<file path="config.mk">
export PLATFORM = sky130hd
export DESIGN_NAME = instr_fetch_flat
export DESIGN_NICKNAME = d
export VERILOG_FILES = /design/src/rtl/cpu_pkg.sv /design/src/rtl/instr_fetch_if.sv /design/src/rtl/br_target_calc.sv /design/src/rtl/instr_fetch.sv /design/src/flat_wrapper.sv
export SDC_FILE = /design/constraint.sdc
export NUM_CORES = 1
export LEC_CHECK = 0
export ABC_AREA = 1
export BUFFER_PORTS_ARGS = -buffer_cell sky130_fd_sc_hd__clkbuf_2
export CORE_ASPECT_RATIO = 1.1
export CORE_UTILIZATION = 50
export DETAILED_ROUTE_END_ITERATION = 6
export PLACE_DENSITY = 0.73
export SLEW_MARGIN = 10
export SYNTH_ARGS = -nofsm -noshare
export SYNTH_HDL_FRONTEND = slang
export SYNTH_SLANG_ARGS = --single-unit
</file>
<file path="constraint.sdc">
create_clock -name clk -period 8.34 [get_ports clk]
set_input_delay 0.834 -clock clk [delete_from_list [all_inputs] [get_ports clk]]
set_output_delay 0.834 -clock clk [all_outputs]
set_load 0.01 [all_outputs]
</file>
<file path="src/rtl/cpu_pkg.sv">
`default_nettype none
// ============================================================================
//  Module   : cpu_pkg
//  Purpose  : Shared types and constants for the LEGv8 fetch path.
//  Revision : 1.0 - initial release
// ============================================================================
package cpu_pkg;

   localparam int INSTR_W      = 32;
   localparam int PC_W_DEFAULT = 64;

   // Immediate field positions within the instruction word
   localparam int IMM26_MSB = 25;
   localparam int IMM26_LSB = 0;
   localparam int IMM19_MSB = 23;
   localparam int IMM19_LSB = 5;
   localparam int IMM26_W   = IMM26_MSB - IMM26_LSB + 1;
   localparam int IMM19_W   = IMM19_MSB - IMM19_LSB + 1;

   typedef enum logic [1:0] {
      IDLE = 2'd0,
      REQ  = 2'd1,
      WAIT = 2'd2,
      HOLD = 2'd3
   } fetch_state_t;

endpackage
`default_nettype wire

</file>
<file path="src/rtl/instr_fetch_if.sv">
`default_nettype none
// ============================================================================
//  Module   : instr_fetch_if
//  Purpose  : Memory request/response and decoder handshake of the fetch stage.
//  Revision : 1.0 - initial release
// ============================================================================
interface instr_fetch_if #(
   parameter int PC_W = cpu_pkg::PC_W_DEFAULT
);
   logic                        imem_req;
   logic [PC_W-1:0]             imem_addr;
   logic                        imem_ready;
   logic                        imem_rvalid;
   logic [cpu_pkg::INSTR_W-1:0] imem_rdata;
   logic [cpu_pkg::INSTR_W-1:0] instruction;
   logic                        instr_valid;
   logic                        instr_ready;
   logic                        BrTaken;
   logic                        UncondBr;
   logic [PC_W-1:0]             pc;

   modport master (
      output imem_req, imem_addr, instruction, instr_valid, pc,
      input  imem_ready, imem_rvalid, imem_rdata, instr_ready, BrTaken, UncondBr
   );

   modport slave (
      input  imem_req, imem_addr, instruction, instr_valid, pc,
      output imem_ready, imem_rvalid, imem_rdata, instr_ready, BrTaken, UncondBr
   );
endinterface
`default_nettype wire

</file>
<file path="src/rtl/br_target_calc.sv">
`default_nettype none
// ============================================================================
//  Module   : br_target_calc
//  Purpose  : Combinational next-PC: sequential, B (imm26) or CB (imm19) target.
//  Revision : 1.0 - initial release
// ============================================================================
module br_target_calc
   import cpu_pkg::*;
#(
   parameter int PC_W = PC_W_DEFAULT
) (
   input  logic [PC_W-1:0]    pc,
   input  logic [INSTR_W-1:0] instruction,
   input  logic               BrTaken,
   input  logic               UncondBr,
   output logic [PC_W-1:0]    next_pc
);

   logic [PC_W-1:0] w_off_uncond;
   logic [PC_W-1:0] w_off_cond;
   logic [PC_W-1:0] w_offset;
   logic            w_unused_opcode;

   // Word offsets become byte offsets by appending two zero bits
   assign w_off_uncond = {{(PC_W-IMM26_W-2){instruction[IMM26_MSB]}},
                          instruction[IMM26_MSB:IMM26_LSB], 2'b00};
   assign w_off_cond   = {{(PC_W-IMM19_W-2){instruction[IMM19_MSB]}},
                          instruction[IMM19_MSB:IMM19_LSB], 2'b00};

   always_comb begin
      w_offset = PC_W'(4);
      if (BrTaken) begin
         w_offset = UncondBr ? w_off_uncond : w_off_cond;
      end
   end

   // Wraps modulo 2^PC_W; alignment is preserved since every offset is a multiple of 4
   assign next_pc = pc + w_offset;

   assign w_unused_opcode = ^instruction[INSTR_W-1:IMM26_MSB+1];

endmodule
`default_nettype wire

</file>
<file path="src/rtl/instr_fetch.sv">
`default_nettype none
// ============================================================================
//  Module   : instr_fetch
//  Purpose  : LEGv8 fetch stage: owns the PC, one outstanding fetch at a time.
//  Revision : 1.0 - initial release
// ============================================================================
module instr_fetch
   import cpu_pkg::*;
#(
   parameter int              PC_W     = PC_W_DEFAULT,
   parameter logic [PC_W-1:0] RESET_PC = '0
) (
   input  logic           clk,
   input  logic           reset_n,
   instr_fetch_if.master  bus
);

   fetch_state_t       r_state;
   logic [PC_W-1:0]    r_pc;
   logic               r_req;
   logic [INSTR_W-1:0] r_instr;
   logic               r_valid;
   logic [PC_W-1:0]    w_next_pc;

   br_target_calc #(
      .PC_W (PC_W)
   ) u_br_target_calc (
      .pc          (r_pc),
      .instruction (r_instr),
      .BrTaken     (bus.BrTaken),
      .UncondBr    (bus.UncondBr),
      .next_pc     (w_next_pc)
   );

   always_ff @(posedge clk or negedge reset_n) begin
      if (!reset_n) begin
         r_state <= IDLE;
         r_pc    <= RESET_PC;
         r_req   <= 1'b0;
         r_instr <= '0;
         r_valid <= 1'b0;
      end else begin
         case (r_state)
            IDLE: begin
               r_state <= REQ;
               r_req   <= 1'b1;
            end
            REQ: begin
               if (r_req && bus.imem_ready) begin
                  r_state <= WAIT;
                  r_req   <= 1'b0;
               end
            end
            WAIT: begin
               if (bus.imem_rvalid) begin
                  r_state <= HOLD;
                  r_instr <= bus.imem_rdata;
                  r_valid <= 1'b1;
               end
            end
            HOLD: begin
               // Branch inputs only matter here, so X outside a consume is harmless
               if (r_valid && bus.instr_ready) begin
                  r_state <= REQ;
                  r_pc    <= w_next_pc;
                  r_valid <= 1'b0;
                  r_req   <= 1'b1;
               end
            end
            default: begin
               r_state <= IDLE;
               r_req   <= 1'b0;
               r_valid <= 1'b0;
            end
         endcase
      end
   end

   assign bus.imem_req    = r_req;
   assign bus.imem_addr   = r_pc;
   assign bus.pc          = r_pc;
   assign bus.instruction = r_instr;
   assign bus.instr_valid = r_valid;

endmodule
`default_nettype wire

</file>
<file path="src/flat_wrapper.sv">
// flat-port wrapper written by rule: the top's interface ports become plain ports
module instr_fetch_flat import cpu_pkg::*;
#(
   parameter int              PC_W     = PC_W_DEFAULT,
   parameter logic [PC_W-1:0] RESET_PC = '0
)
  (clk, reset_n, bus_imem_req, bus_imem_addr, bus_instruction, bus_instr_valid, bus_pc, bus_imem_ready, bus_imem_rvalid, bus_imem_rdata, bus_instr_ready, bus_BrTaken, bus_UncondBr);
  instr_fetch_if #(.PC_W(PC_W)) bus_i ();
  input  logic clk;
  input  logic reset_n;
  output wire logic [$bits(bus_i.imem_req)-1:0] bus_imem_req;
  output wire logic [$bits(bus_i.imem_addr)-1:0] bus_imem_addr;
  output wire logic [$bits(bus_i.instruction)-1:0] bus_instruction;
  output wire logic [$bits(bus_i.instr_valid)-1:0] bus_instr_valid;
  output wire logic [$bits(bus_i.pc)-1:0] bus_pc;
  input wire logic [$bits(bus_i.imem_ready)-1:0] bus_imem_ready;
  input wire logic [$bits(bus_i.imem_rvalid)-1:0] bus_imem_rvalid;
  input wire logic [$bits(bus_i.imem_rdata)-1:0] bus_imem_rdata;
  input wire logic [$bits(bus_i.instr_ready)-1:0] bus_instr_ready;
  input wire logic [$bits(bus_i.BrTaken)-1:0] bus_BrTaken;
  input wire logic [$bits(bus_i.UncondBr)-1:0] bus_UncondBr;
  assign bus_imem_req = bus_i.imem_req;
  assign bus_imem_addr = bus_i.imem_addr;
  assign bus_instruction = bus_i.instruction;
  assign bus_instr_valid = bus_i.instr_valid;
  assign bus_pc = bus_i.pc;
  assign bus_i.imem_ready = bus_imem_ready;
  assign bus_i.imem_rvalid = bus_imem_rvalid;
  assign bus_i.imem_rdata = bus_imem_rdata;
  assign bus_i.instr_ready = bus_instr_ready;
  assign bus_i.BrTaken = bus_BrTaken;
  assign bus_i.UncondBr = bus_UncondBr;
  instr_fetch #(.PC_W(PC_W), .RESET_PC(RESET_PC)) u_core (.clk(clk), .reset_n(reset_n), .bus(bus_i));
endmodule
</file>
==> metrics.md <==
| Metric | Value |
|---|---|
| Worst Setup Slack post-DPL | approximately 3.8 ns |
| Class of the most critical hold timing path | input pin to async pin |
| Main flop type after synthesis | sky130_fd_sc_hd__dfrtp_1 |
| Worst setup slack after layout | 4.07 ns |
| Ant. Diodes | 0 |
| Post-Synth XOR/XNOR Area | between 2 and 2.5% |
| Clock network latency to the later pin of the worst-skew pair | roughly 0.37 ns |
| Total setup violations reported at the end of the flow | 0 |
| Syn. warnings | 0 |
| CTS tree | done |
| Post-route worst hold slack | approximately 0.42 ns |
| Area share of the largest cell type after synthesis | between 20% and 30% |
| Number of top-level pins | about 200 |
| Critical Path Start | bus_UncondBr |
| Number of global-route vias before repair | approximately 9500 |
| Unique masters post-synth | 40 |
| Fin crit share | 51.2% |
| Final Max Slew Viols | 0 |
| Critical path peak fanout | 37 |
| Asr flop ratio synth | 100% |
| Global-route wire length before repair | between 40 and 50 mm |
| Global-route total usage across every layer | between 30% and 40% |
| Startpoint type of the worst setup path | input pin |
| Tightest Pin Transition | 1.18 ns |
| Max-slew headroom at the worst pin | between 20% and 30% |
| Cell area after layout | 0.0113 mm^2 |
| Floorplan core area | between 0.015 and 0.02 mm^2 |
| Leftover overflow at the end of global routing | 0 |
| Die span in x | ~140 um |
| RSZ-0062 raised after global routing | false |
| H-Tree Level Count | 3 |
| Final Util | 56.5% |
| Multiplexer share of the synthesized area | approximately 3.5% |
| Buffer levels on the longest clock path | 2 |
| First-pass iteration count of the detailed router | 7 |
| Vias post-DR | 10200 |
| Number of sinks handled by clock tree synthesis | 98 |
| Worst IR drop on VDD | roughly 170 uV |
| Number of setup buffers added after CTS | 0 |
| Number of placement rows | 54 |
| Syn_area_per_cell | between 6 and 7 um^2 |
| Resize count post-CTS | 0 |
| Number of cells produced by synthesis | approximately 1700 |
| Combinational family with the most area after synthesis | simple AND/OR/NAND/NOR gates |
| Register area share after synthesis | 24.0% |
| Post-synthesis adder-cell area fraction | 8.17% |
| Area growth from synthesis to layout | 10.4% |
| Result of the run | finished with violations |
| Kind of end point of the critical path | flip-flop |
| Pwr per Cell Area | between 300 and 400 mW/mm^2 |
| Number of nets at the end of the flow | between 1500 and 2000 |
| Count leader, synth | sky130_fd_sc_hd__nand2_1 |
| Half-perimeter wire length after placement | between 20 and 30 mm |
| Simple-gate portion of the synthesized area | approximately two fifths |
| Initial DRC Count | between 700 and 800 |
| Worst R2R Start | u_core.bus.instruction[23] |
| Top cells by area, synth | sky130_fd_sc_hd__dfrtp_1, sky130_fd_sc_hd__nand2_1, sky130_fd_sc_hd__inv_1 |
| Fmax achieved | 234 MHz |
| Worst EP required | 8.60 ns |
| Effective utilization at floorplan | roughly half |
| Data arrival at the endpoint of the critical path | ~4.5 ns |
| CTS Hold Buffers Added | 0 |
| Number of input and output port buffers inserted | between 150 and 200 |
| Clock period minus worst slack | between 4 and 5 ns |
| Violated checks | DRC |
| Cell type with the largest total area after synthesis | sky130_fd_sc_hd__dfrtp_1 |
| Die boundary height | between 150 and 200 um |
| Average vias per placed instance | 4.99 |
| Combined area of all synthesized cells | 0.0102 mm^2 |
| DRC violation count after routing | 24 |
| Clock root buffer master | sky130_fd_sc_hd__clkbuf_16 |
| Number of nets still failing antenna checks after routing | 0 |
| Share of cells above drive strength 1 | about a fifth |
| CTS clk-pin slew, worst paths | ~0.080 ns |
| Compound-Gate Fraction of Synth Area | under 10% |
| Max Cap Violations | 0 |
| Synthesis-stage register bit count | around 100 |
| Inserted Clock Buffers | 9 |
| Initial antenna violation count | 0 |
| Number of synthesized flops with an enable pin | 0 |
| Weighted congestion at the end of routability-driven global placement | 1.05 |
| Worst Skew | ~0.014 ns |
| Post-Route Setup TNS | 0 ns |
| DIE AREA | between 0.02 and 0.025 mm^2 |
| Wire length after detailed routing | about 32 mm |
| Mean routed wirelength per cell | approximately 15 um |
| Count of final hold-check violations | 0 |
| Path type of the worst setup path | input pin to flip-flop |
| Largest net degree at the start of global routing | 90 |
| Total leakage power | slightly below 7 nW |
| Commonest cells in the synthesized netlist | sky130_fd_sc_hd__nand2_1, sky130_fd_sc_hd__inv_1, sky130_fd_sc_hd__nor2_1 |
| Cell area reported after detailed placement | approximately 0.011 mm^2 |
[cells by family after synthesis]
family,count (synthesis)
buf+inv,392
flops,98
fa+ha+maj,66
compound gates,116
xor+xnor,27
other cells,1
simple gates,931
mux,32
[final timing paths]
path / slack [ns] / depth (start not counted) / end
min in group clk: 0.51 / 1 / u_core.bus.instruction[29]
hold / removal: 0.42 / 1 / u_core.bus.instruction[8]
hold reg to reg: 0.51 / 1 / u_core.bus.instruction[29]
max in group asynchronous: 6.70 / 2 / u_core.bus.imem_addr[26]
setup / recovery: 4.07 / 15 / u_core.bus.imem_addr[62]
setup reg to reg: 4.75 / 13 / u_core.bus.imem_addr[62]
[cell type report]
| type | count | area [um^2] |
|---|---|---|
| fill | 2041 | 8670 |
| multi-input combinational | 1176 | 6050 |
| clock inverter | 7 | 67.6 |
| inverter | 305 | 1140 |
| timing repair buffer | 200 | 1010 |
| clock buffer | 9 | 225 |
| sequential | 98 | 2450 |
| tap | 252 | 315 |
[state kept, by name, indices dropped and copies added (netlist names)]
register	count
u_core.bus.imem_req	1
u_core.bus.instruction	32
u_core.bus.imem_addr	62
u_core.r_state	2
u_core.bus.instr_valid	1
[worst max-delay path: stages]
cell and delay [ns]:
sky130_fd_sc_hd__clkbuf_2 0.26, sky130_fd_sc_hd__inv_2 0.33, sky130_fd_sc_hd__nand2_2 0.19, sky130_fd_sc_hd__a21oi_4 0.93, sky130_fd_sc_hd__ha_1 0.47, sky130_fd_sc_hd__nand2_2 0.13, sky130_fd_sc_hd__inv_1 0.05, sky130_fd_sc_hd__a21oi_1 0.39
sky130_fd_sc_hd__nand2_1 0.15, sky130_fd_sc_hd__nand2_1 0.11, sky130_fd_sc_hd__nand2_1 0.11, sky130_fd_sc_hd__a21oi_1 0.27, sky130_fd_sc_hd__nand3_1 0.11, sky130_fd_sc_hd__nand3_1 0.09, sky130_fd_sc_hd__nand2_1 0.06
[power breakdown]
group	total [mW]	switching (mW)	internal, mW
clock	0.435	0.223	0.212
sequential	0.974	0.269	0.705
combinational	2.39	1.49	0.901
total	3.80	1.98	1.82
[metrics by stage]
| stage | std cells | total power [mW] |
|---|---|---|
| after global routing | 2047 | 4.11 |
| after CTS | 2047 | 3.81 |
| final | 2047 | 3.80 |
| after floorplan | 1666 | 2.70 |
| after global placement | 2031 | 3.32 |
| after detailed placement | 2031 | 3.37 |
[metal layers]
metal | vias up | wire (um) | global-route usage, %
met1 | 4570 | 13200 | 36.2
li1 | 5248 | - | -
met5 | - | 0 | 0
met4 | 0 | 1230 | 12.4
met3 | 63 | 1470 | 3.44
met2 | 338 | 15800 | 54.8
[layout by cell type (no fill, tap or decap), types with 8 or more instances in the layout]
| cell type | n |
|---|---|
| sky130_fd_sc_hd__nand2_1 | 631 |
| sky130_fd_sc_hd__inv_1 | 291 |
| sky130_fd_sc_hd__clkbuf_2 | 195 |
| sky130_fd_sc_hd__nor2_1 | 126 |
| sky130_fd_sc_hd__dfrtp_1 | 98 |
| sky130_fd_sc_hd__nand3_1 | 81 |
| sky130_fd_sc_hd__ha_1 | 65 |
| sky130_fd_sc_hd__a21oi_1 | 49 |
| sky130_fd_sc_hd__o21ai_0 | 45 |
| sky130_fd_sc_hd__mux2_2 | 32 |
| sky130_fd_sc_hd__nand2_2 | 25 |
| sky130_fd_sc_hd__xnor2_1 | 24 |
| sky130_fd_sc_hd__nor2_2 | 15 |
| sky130_fd_sc_hd__inv_2 | 14 |
| sky130_fd_sc_hd__o21ai_1 | 12 |
| sky130_fd_sc_hd__nand4_1 | 11 |
| sky130_fd_sc_hd__clkbuf_16 | 9 |
| sky130_fd_sc_hd__nand3b_1 | 8 |
(Power assumes the default switching activity.)
